File: config.mk
export PLATFORM = sky130hd
export DESIGN_NAME = alu_share_arbiter
export DESIGN_NICKNAME = d
export VERILOG_FILES = /design/src/rtl/alu_share_arbiter_pkg.sv /design/src/rtl/alu_share_arbiter_rr.sv /design/src/rtl/alu_share_arbiter.sv
export SDC_FILE = /design/constraint.sdc
export NUM_CORES = 1
export LEC_CHECK = 0
export BUFFER_PORTS_ARGS = -buffer_cell sky130_fd_sc_hd__buf_4
export CAP_MARGIN = 20
export CORE_ASPECT_RATIO = 1.1
export CORE_MARGIN = 2
export CORE_UTILIZATION = 35
export CTS_BUF_LIST = sky130_fd_sc_hd__clkbuf_4 sky130_fd_sc_hd__clkbuf_8
export DETAILED_ROUTE_END_ITERATION = 6
export PLACE_DENSITY = 0.64
export SLEW_MARGIN = 15
export SYNTH_ARGS = -nofsm -noshare
export SYNTH_HDL_FRONTEND = slang
export SYNTH_SLANG_ARGS = --single-unit
File: constraint.sdc
create_clock -name clk -period 3.04 [get_ports clk]
set_input_delay 0.304 -clock clk [delete_from_list [all_inputs] [get_ports clk]]
set_output_delay 0.304 -clock clk [all_outputs]
set_load 0.02 [all_outputs]
File: src/rtl/alu_share_arbiter_pkg.sv
// ---------------------------------------------------------------------------
// alu_share_arbiter_pkg
// Shared types and constants for the ALU sharing arbiter.
//   alu_op_e     : ALU selector encodings understood by the downstream ALU
//   ALU_OP_MAX   : highest supported selector; anything above is an error op
//   arb_state_e  : sequencing states of the arbiter (one op in flight)
//   op_unsupported() : true when a selector has no ALU function behind it
// ---------------------------------------------------------------------------
package alu_share_arbiter_pkg;

  typedef enum logic [3:0] {
    ALU_ADD    = 4'd0,
    ALU_SUB    = 4'd1,
    ALU_AND    = 4'd2,
    ALU_OR     = 4'd3,
    ALU_OR_ALT = 4'd4,  // second OR encoding, kept for decoder compatibility
    ALU_XOR    = 4'd5,
    ALU_LSL    = 4'd6,
    ALU_LSR    = 4'd7,
    ALU_ASR    = 4'd8
  } alu_op_e;

  localparam logic [3:0] ALU_OP_MAX = 4'd8;

  typedef enum logic [1:0] {
    ST_IDLE = 2'd0,
    ST_EXEC = 2'd1,
    ST_RESP = 2'd2
  } arb_state_e;

  function automatic logic op_unsupported(input logic [3:0] op);
    return (op > ALU_OP_MAX);
  endfunction

endpackage

File: src/rtl/alu_share_arbiter_rr.sv
// ---------------------------------------------------------------------------
// rr_arbiter2
// Two-input round-robin arbiter, purely combinational.
//   req_i   [1:0] : request vector
//   last_i        : index of the requester granted most recently
//   grant_o [1:0] : one-hot grant, or zero when nothing is requested
// On a tie the requester that did not win last time is granted; a single
// request is always granted regardless of history.
// ---------------------------------------------------------------------------
module rr_arbiter2 (
  input  logic [1:0] req_i,
  input  logic       last_i,
  output logic [1:0] grant_o
);

  always_comb begin
    grant_o = req_i;
    if (req_i == 2'b11) begin
      grant_o = last_i ? 2'b01 : 2'b10;
    end
  end

endmodule

File: src/rtl/alu_share_arbiter.sv
// ---------------------------------------------------------------------------
// alu_share_arbiter
// Shares one combinational ALU between two requesters. Requests are granted
// round-robin, the winning operands/selector are registered and driven to the
// ALU, the ALU result is registered with N/Z flags and held as a response
// until the consumer takes it. Exactly one operation is in flight.
//
// Ports
//   clk, rst_n          : clock (rising edge), asynchronous active-low reset
//   req_valid_i [2]     : request pending per requester
//   req_ready_o [2]     : request accepted this cycle (one-hot or zero)
//   req_op_i    [2][4]  : ALU selector per requester
//   req_a_i     [2][N]  : operand A per requester
//   req_b_i     [2][N]  : operand B / shift amount per requester
//   alu_sel_o/a_o/b_o   : captured selector/operands driven to the ALU
//   alu_y_i     [N]     : ALU result, combinational from alu_sel/a/b
//   rsp_valid_o         : response holding
//   rsp_ready_i         : consumer accepts the response
//   rsp_id_o            : requester that owns the response
//   rsp_y_o     [N]     : registered result (0 for unsupported ops)
//   rsp_n_o, rsp_z_o    : sign and zero flags of rsp_y_o
//   rsp_err_o           : selector was unsupported (> ALU_OP_MAX)
//   busy_o              : an operation is in flight
// ---------------------------------------------------------------------------
module alu_share_arbiter
  import alu_share_arbiter_pkg::*;
#(
  parameter int N       = 8,
  parameter int NUM_REQ = 2   // fixed at 2: the arbiter is two-input
) (
  input  logic                          clk,
  input  logic                          rst_n,
  input  logic [NUM_REQ-1:0]            req_valid_i,
  output logic [NUM_REQ-1:0]            req_ready_o,
  input  logic [NUM_REQ-1:0][3:0]       req_op_i,
  input  logic [NUM_REQ-1:0][N-1:0]     req_a_i,
  input  logic [NUM_REQ-1:0][N-1:0]     req_b_i,
  output logic [3:0]                    alu_sel_o,
  output logic [N-1:0]                  alu_a_o,
  output logic [N-1:0]                  alu_b_o,
  input  logic [N-1:0]                  alu_y_i,
  output logic                          rsp_valid_o,
  input  logic                          rsp_ready_i,
  output logic                          rsp_id_o,
  output logic [N-1:0]                  rsp_y_o,
  output logic                          rsp_n_o,
  output logic                          rsp_z_o,
  output logic                          rsp_err_o,
  output logic                          busy_o
);

  // -------------------------------------------------------------------------
  // State
  // -------------------------------------------------------------------------
  arb_state_e         state_q,   state_d;
  logic               last_q,    last_d;
  logic [3:0]         op_q,      op_d;
  logic [N-1:0]       a_q,       a_d;
  logic [N-1:0]       b_q,       b_d;
  logic               id_q,      id_d;
  logic [N-1:0]       rsp_y_q,   rsp_y_d;
  logic               rsp_n_q,   rsp_n_d;
  logic               rsp_z_q,   rsp_z_d;
  logic               rsp_err_q, rsp_err_d;
  logic               rsp_id_q,  rsp_id_d;

  logic               capture_en;
  logic               result_en;

  // -------------------------------------------------------------------------
  // Arbitration: only requests seen in IDLE compete, which also keeps
  // req_ready low in every other state.
  // -------------------------------------------------------------------------
  logic [NUM_REQ-1:0] arb_req;
  logic [NUM_REQ-1:0] grant;
  logic               grant_any;

  assign arb_req   = (state_q == ST_IDLE) ? req_valid_i : '0;
  assign grant_any = |grant;

  rr_arbiter2 u_rr (
    .req_i   (arb_req),
    .last_i  (last_q),
    .grant_o (grant)
  );

  // -------------------------------------------------------------------------
  // Operand select: grant is one-hot, so masking each requester's fields by
  // its grant bit and OR-ing them yields the winner's fields.
  // -------------------------------------------------------------------------
  logic [NUM_REQ-1:0][3:0]   op_masked;
  logic [NUM_REQ-1:0][N-1:0] a_masked;
  logic [NUM_REQ-1:0][N-1:0] b_masked;
  logic [3:0]                op_sel;
  logic [N-1:0]              a_sel;
  logic [N-1:0]              b_sel;

  genvar gi;
  generate
    for (gi = 0; gi < NUM_REQ; gi++) begin : g_req_mask
      assign op_masked[gi] = grant[gi] ? req_op_i[gi] : '0;
      assign a_masked[gi]  = grant[gi] ? req_a_i[gi]  : '0;
      assign b_masked[gi]  = grant[gi] ? req_b_i[gi]  : '0;
    end
  endgenerate

  always_comb begin
    op_sel = '0;
    a_sel  = '0;
    b_sel  = '0;
    for (int i = 0; i < NUM_REQ; i++) begin
      op_sel = op_sel | op_masked[i];
      a_sel  = a_sel  | a_masked[i];
      b_sel  = b_sel  | b_masked[i];
    end
  end

  // -------------------------------------------------------------------------
  // Sequencing FSM
  // -------------------------------------------------------------------------
  always_ff @(posedge clk or negedge rst_n) begin
    if (!rst_n) begin
      state_q <= ST_IDLE;
    end else begin
      state_q <= state_d;
    end
  end

  always_comb begin
    state_d    = state_q;
    capture_en = 1'b0;
    result_en  = 1'b0;
    unique case (state_q)
      ST_IDLE: begin
        if (grant_any) begin
          capture_en = 1'b1;
          state_d    = ST_EXEC;
        end
      end
      ST_EXEC: begin
        result_en = 1'b1;
        state_d   = ST_RESP;
      end
      ST_RESP: begin
        if (rsp_ready_i) begin
          state_d = ST_IDLE;
        end
      end
      default: begin
        state_d = ST_IDLE;
      end
    endcase
  end

  // -------------------------------------------------------------------------
  // Capture and result next-state
  // -------------------------------------------------------------------------
  always_comb begin
    last_d    = last_q;
    op_d      = op_q;
    a_d       = a_q;
    b_d       = b_q;
    id_d      = id_q;
    rsp_y_d   = rsp_y_q;
    rsp_n_d   = rsp_n_q;
    rsp_z_d   = rsp_z_q;
    rsp_err_d = rsp_err_q;
    rsp_id_d  = rsp_id_q;

    if (capture_en) begin
      op_d   = op_sel;
      a_d    = a_sel;
      b_d    = b_sel;
      id_d   = grant[1];
      last_d = grant[1];
    end

    // Unsupported selectors still occupy the slot but report a zero result,
    // so flags come out as Z=1, N=0 without trusting the ALU output.
    if (result_en) begin
      rsp_err_d = op_unsupported(op_q);
      rsp_y_d   = rsp_err_d ? '0 : alu_y_i;
      rsp_n_d   = rsp_y_d[N-1];
      rsp_z_d   = (rsp_y_d == '0);
      rsp_id_d  = id_q;
    end
  end

  always_ff @(posedge clk or negedge rst_n) begin
    if (!rst_n) begin
      last_q    <= 1'b1;  // requester 0 wins the first tie
      op_q      <= '0;
      a_q       <= '0;
      b_q       <= '0;
      id_q      <= 1'b0;
      rsp_y_q   <= '0;
      rsp_n_q   <= 1'b0;
      rsp_z_q   <= 1'b0;
      rsp_err_q <= 1'b0;
      rsp_id_q  <= 1'b0;
    end else begin
      last_q    <= last_d;
      op_q      <= op_d;
      a_q       <= a_d;
      b_q       <= b_d;
      id_q      <= id_d;
      rsp_y_q   <= rsp_y_d;
      rsp_n_q   <= rsp_n_d;
      rsp_z_q   <= rsp_z_d;
      rsp_err_q <= rsp_err_d;
      rsp_id_q  <= rsp_id_d;
    end
  end

  // -------------------------------------------------------------------------
  // Outputs: the ALU sees the captured registers in every state, so its
  // inputs only move when a new request is accepted.
  // -------------------------------------------------------------------------
  assign req_ready_o = grant;
  assign alu_sel_o   = op_q;
  assign alu_a_o     = a_q;
  assign alu_b_o     = b_q;
  assign rsp_valid_o = (state_q == ST_RESP);
  assign rsp_id_o    = rsp_id_q;
  assign rsp_y_o     = rsp_y_q;
  assign rsp_n_o     = rsp_n_q;
  assign rsp_z_o     = rsp_z_q;
  assign rsp_err_o   = rsp_err_q;
  assign busy_o      = (state_q != ST_IDLE);

endmodule
# == After elaboration in Yosys (flattened, before gate mapping) ==
# Index checks and enable logic that the tools add are counted.
# totals
regBits,36
in_bits,53
out_inout_bits,36
word_cells,41
# classes
magnitude_cmp,1
eq_ne,5
muxes,16
n_bitwise,3
n_reduce_logical,5
# op_table
operator,count
8-bit 2-to-1 mux,5
8-bit OR,2
2-bit 2-to-1 mux,5
8-bit zero test,1
4-bit 2-to-1 mux,2
2-bit one-hot mux with 3 select lines,1
2-bit == test (second input constant),2
4-bit greater-than comparator (second input constant),1
4-bit OR,1
1-bit 2-to-1 mux,3
2-bit by 1-bit == test with 1-bit output (second input constant),1
2-bit zero test,1
2-bit by 1-bit != test with 1-bit output (second input constant),1
2-bit != test (second input constant),1
2-bit AND reduction,1
2-bit nonzero test,1
2-bit OR reduction,1

# == Depth between registers and ports, before layout ==
# depth
depth_word,7
ltp_mapped,5
mapped_depth_nobuf,3

# == Hierarchy ==
# A second synthesis with hierarchy kept.
# hier_totals
hier_cells,118
hier_area_um2,1539.0
# modules_own_cells
module,n_inst,cells_each,area_each_um2,seq_area_each_um2
alu_share_arbiter,1,115,1520.2,877.1
rr_arbiter2,1,3,18.8,0.0

# == Worst setup path after synthesis ==
# No wires, ideal clock.
# synth_timing
kind,register to register
from,register last_q
to,"register a_q[7], in the netlist alu_a_o[7]"
setup_time_ns,0.126
arrival_ns,1.304
required_time_ns,2.914
setup_slack_ns,1.610
path_stages_with_launch,6
path_buffers,2
synth_period_minus_slack_ns,1.430
cell_sequence,dfstp_2 > nand2_1 > and3_1 > buf_6 > buf_6 > a221o_1
# synth_via
elab_chain_len,5
word_cells_on_any_way,8
classes_between,6 x mux; 1 x bitwise; 1 x reduce/logical
# synth_lines
element,line_no,rtl
start: declaration,alu_share_arbiter.sv:56,"logic last_q, last_d;"
start signal: assignment,alu_share_arbiter.sv:202,last_q <= last_d;
2-bit 2-to-1 mux (*),alu_share_arbiter_rr.sv:19,grant_o = last_i ? 2'b01 : 2'b10;
2-bit 2-to-1 mux (*),alu_share_arbiter_rr.sv:18,if (req_i == 2'b11) begin
net req_ready_o[1],alu_share_arbiter.sv:34,"output logic [NUM_REQ-1:0] req_ready_o,"
2-bit OR reduction,alu_share_arbiter.sv:79,assign grant_any = |grant;
1-bit 2-to-1 mux,alu_share_arbiter.sv:135,if (grant_any) begin
1-bit 2-to-1 mux,alu_share_arbiter.sv:133,unique case (state_q)
end signal: assignment,alu_share_arbiter.sv:193,a_q <= '0;
end signal: assignment,alu_share_arbiter.sv:204,a_q <= a_d;
end: declaration,alu_share_arbiter.sv:58,"logic [N-1:0] a_q, a_d;"
# The timed path passes the listed nets; every way through them passes the cells marked *.
# A chain may end at the register's enable or synchronous reset.

# == Worst setup path in the final report ==
# layout_timing
from,register state_q[1]
to,output req_ready_o[1]
# layout_via
elab_chain_len,4
# layout_lines
element,line_no,rtl
start: declaration,alu_share_arbiter.sv:55,"arb_state_e state_q, state_d;"
start signal: assignment,alu_share_arbiter.sv:125,state_q <= state_d;
2-bit zero test (*),alu_share_arbiter.sv:78,assign arb_req = (state_q == ST_IDLE) ? req_valid_i : '0;
2-bit 2-to-1 mux (*),alu_share_arbiter.sv:78,
2-bit == test,alu_share_arbiter_rr.sv:18,
2-bit 2-to-1 mux (*),alu_share_arbiter_rr.sv:18,
end: declaration,alu_share_arbiter.sv:34,
# Mark *: on every way between the ends. The rest lies on a longest branch, timed or not.

==> results.sh <==
export IMPL_result_of_the_run="complete, no violations"
export IMPL_critPathArrivalTime_ns=1.84
export IMPL_net_switching_power_uw=956
export IMPL_netlist_instances=118
export IMPL_placement_setup_worst_slack_ns=1.16
export IMPL_post_route_cell_area_mm2=0.00229
export IMPL_cts_repair_timing_setup_buffer_count=0
export IMPL_yosys_mux_area_fraction_pct=1.49
export IMPL_p_total_uw=2440
export IMPL_timing_final_hold_violations=0
export IMPL_netSwitchingFraction_pct=39.2
export IMPL_synth_top_family_by_area="compound AO/OA/AOI/OAI gates"
export IMPL_worstSetupEndpointType="primary output"
export IMPL_cts_buffers_inserted=5
export IMPL_grt_start_max_net_pins=36
export IMPL_seq_pwr_share_pct=33.6
export IMPL_via_count_of_the_first_global_routing_pass=1365
export IMPL_global_route_usage_total_pct=17.5
export IMPL_layout_drive_gt1_share_pct=50.0
export IMPL_clk_latency_ns=0.28
export IMPL_floorplan_initialDensity_pct=35.8
export IMPL_initial_antenna_violation_count=0
export IMPL_max_cap_viol_count=0
export IMPL_core_rowCount=25
export IMPL_share_of_the_synthesized_netlist_area_taken_by_xor_and_xnor_gates_pct=0
export IMPL_power_report_internal_total_uw=1490
export IMPL_cts_htree_levels=2
export IMPL_period_share_pct=70.4
export IMPL_number_of_i_o_port_buffers=88
export IMPL_crit_type="reg -> out"
export IMPL_io_pin_count=89
export IMPL_post_route_worst_setup_slack_ns=0.899
export IMPL_share_of_total_power_in_the_clock_network_pct=14.3
export IMPL_synth_seq_cells=35
export IMPL_ir_worst_vdd_mv=0.459
export IMPL_post_layout_net_count=258
export IMPL_yosys_warnings=0
export IMPL_timing_hold_worst_class="in -> reg"
export IMPL_worst_pin_slew_ns=0.882
export IMPL_synth_seq_area_share_pct=58.0
export IMPL_dr_total_vias=1354
export IMPL_top_layer="met4"
export IMPL_combinational_share_of_power_pct=52.1
export IMPL_setup_tns_ns=0
export IMPL_start_kind="flop"
export IMPL_mostFrequentLayoutCell="sky130_fd_sc_hd__buf_4"
export IMPL_post_cts_hold_fix_bufs=1
export IMPL_synthToLayoutAreaGrowth_pct=51.4
export IMPL_cts_root_buf="sky130_fd_sc_hd__clkbuf_8"
export IMPL_setup_repair_after_global_routing_missed_its_margin="false"
export IMPL_detail_route_first_pass_iterations=4
export IMPL_time_the_final_worst_path_needs_with_i_o_delays_and_setup_ns=2.14
export IMPL_post_layout_nonfiller_instances=260
export IMPL_globalplace_congestion=0.666
export IMPL_wirelength_met1_mm=1.67
export IMPL_final_max_slew_viol_count=0
export IMPL_post_dp_cell_area_mm2=0.00218
export IMPL_core_region_area_mm2=0.00422
export IMPL_max_clock_freq_ghz=0.467
export IMPL_area_of_the_mapped_netlist_mm2=0.00151
export IMPL_synth_simple_gate_area_share_pct=4.71
export IMPL_power_leakage_uw=0.00115
export IMPL_met3RoutedLength_um=395
export IMPL_synth_area_per_cell_um2=12.8
export IMPL_setup_viol=0
export IMPL_die_width_um=66.7
export IMPL_wl_met2_mm=1.93
export IMPL_yosysUniqueCellTypes=23
export IMPL_global_route_wire_length_before_repair_mm=6.36
export IMPL_timing_max_slew_rel_slack_pct=41.2
export IMPL_dp_cells=251
export IMPL_dieHeight_um=73.0
export IMPL_worstPathRequired_ns=2.74
export IMPL_synthAdderAreaFrac_pct=0
export IMPL_drcViolationCount=0
export IMPL_detail_route_vias_per_cell=5.21
export IMPL_synth_compound_area_share_pct=30.4
export IMPL_drt_initial_drc_count=85
export IMPL_path_clk_slew_ns=0.07
export IMPL_cts_tree="yes"
export IMPL_design_die_area_mm2=0.00486
export IMPL_diodes=0
export IMPL_cts_sinks=35
export IMPL_wl_per_cell_um=15.5
export IMPL_cp_max_fo=23
export IMPL_dp_hpwl_mm=2.92
export IMPL_mappedNetlistNets=171
export IMPL_drt_total_wl_mm=4.04
export IMPL_cellPowerDensity_mw_per_mm2=1070
export IMPL_cts_resized=0
export IMPL_ctsLongestPathBuffers=2
export IMPL_grt_ovfl_total=0
export IMPL_fin_skew_ns=0.00334
export IMPL_mostFrequentLayoutCells="90 x sky130_fd_sc_hd__buf_4, 34 x sky130_fd_sc_hd__dfrtp_1, 20 x sky130_fd_sc_hd__a221o_1, 19 x sky130_fd_sc_hd__a21boi_0, 8 x sky130_fd_sc_hd__a22o_1"
export IMPL_antenna_violating_nets_post_route=0
[synthesized netlist by cell type]
cell	n	area share, %
sky130_fd_sc_hd__clkbuf_1	4	0.99
sky130_fd_sc_hd__a21oi_1	1	0.33
sky130_fd_sc_hd__a21boi_0	19	9.4
sky130_fd_sc_hd__and3_1	2	0.83
sky130_fd_sc_hd__nor2_2	1	0.41
sky130_fd_sc_hd__or2_2	1	0.41
sky130_fd_sc_hd__mux2_2	2	1.5
sky130_fd_sc_hd__a21o_1	2	0.99
sky130_fd_sc_hd__o21ai_0	2	0.66
sky130_fd_sc_hd__dfstp_2	1	1.7
sky130_fd_sc_hd__a21boi_1	1	0.50
sky130_fd_sc_hd__nand2b_1	3	1.2
sky130_fd_sc_hd__buf_4	1	0.50
sky130_fd_sc_hd__buf_6	3	2.2
sky130_fd_sc_hd__buf_2	3	0.99
sky130_fd_sc_hd__dfrtp_1	34	56
sky130_fd_sc_hd__nor2_1	1	0.25
sky130_fd_sc_hd__a221o_1	20	13
sky130_fd_sc_hd__inv_1	3	0.74
sky130_fd_sc_hd__nor4_1	2	0.83
sky130_fd_sc_hd__o31a_1	1	0.58
sky130_fd_sc_hd__nand2_1	3	0.74
sky130_fd_sc_hd__a22o_1	8	4.6
[critical path: stages (launching register included)]
cell and delay [ns]:
sky130_fd_sc_hd__dfrtp_1 0.38, sky130_fd_sc_hd__nor2_1 0.14, sky130_fd_sc_hd__and3_1 0.76, sky130_fd_sc_hd__buf_4 0.27
[state kept, by name, summed over array words and instances (netlist names)]
signal     count
alu_sel_o      4
id_q           1
rsp_id_o       1
last_q         1
alu_b_o        8
state_q        2
rsp_y_o        8
rsp_z_o        1
rsp_err_o      1
alu_a_o        8
[per-layer routing]
layer / GRT usage, % / vias up
li1: - / 627
met5: 0 / -
met1: 22.9 / 649
met4: 6.80 / 0
met2: 27.4 / 73
met3: 4.78 / 5
[logic make-up after synthesis]
family                 count (synthesis)
AND/OR/NAND/NOR                       13
buffers and inverters                 14
AO/OA/AOI/OAI                         54
flip-flops                            35
multiplexers                           2
[through the flow]
step                hold slack (ns)  utilization [%]
floorplan                   0.00841                -
global placement              0.272             51.7
detailed placement            0.287             51.7
CTS                           0.234             54.2
global route                  0.231             54.2
finish                        0.245             54.2
[worst paths after layout]
path                       cells after the start        endpoint        from  slack [ns]
max reg2reg                                    5      alu_b_o[2]  state_q[1]        1.31
min                                            2      alu_a_o[1]  req_a_i[1]        0.25
min reg2reg                                    1            id_q        id_q        0.48
max in group asynchronous                      2          last_q       rst_n        2.20
min in group asynchronous                      2      rsp_y_o[2]       rst_n        0.51
max                                            3  req_ready_o[1]  state_q[1]        0.90
[cell type report]
cell class	count	area, µm²
Timing Repair Buffer	91	686
Clock buffer	7	90.1
Inverter	3	11.3
Fill cell	378	1930
Tap cell	54	67.6
Clock inverter	1	5.00
Multi-Input combinational cell	69	553
Sequential cell	35	877
[power by group through the flow]
stage                     Sequential (µW)  Combinational (µW)  Clock, µW
after floorplan                      1040                 560          0
after global routing                  849                1370        382
after detailed placement              823                1280          0
after global placement                819                1250          0
final                                 822                1270        349
after CTS                             822                1280        362
Note: power is estimated with default switching activity, not from simulation.
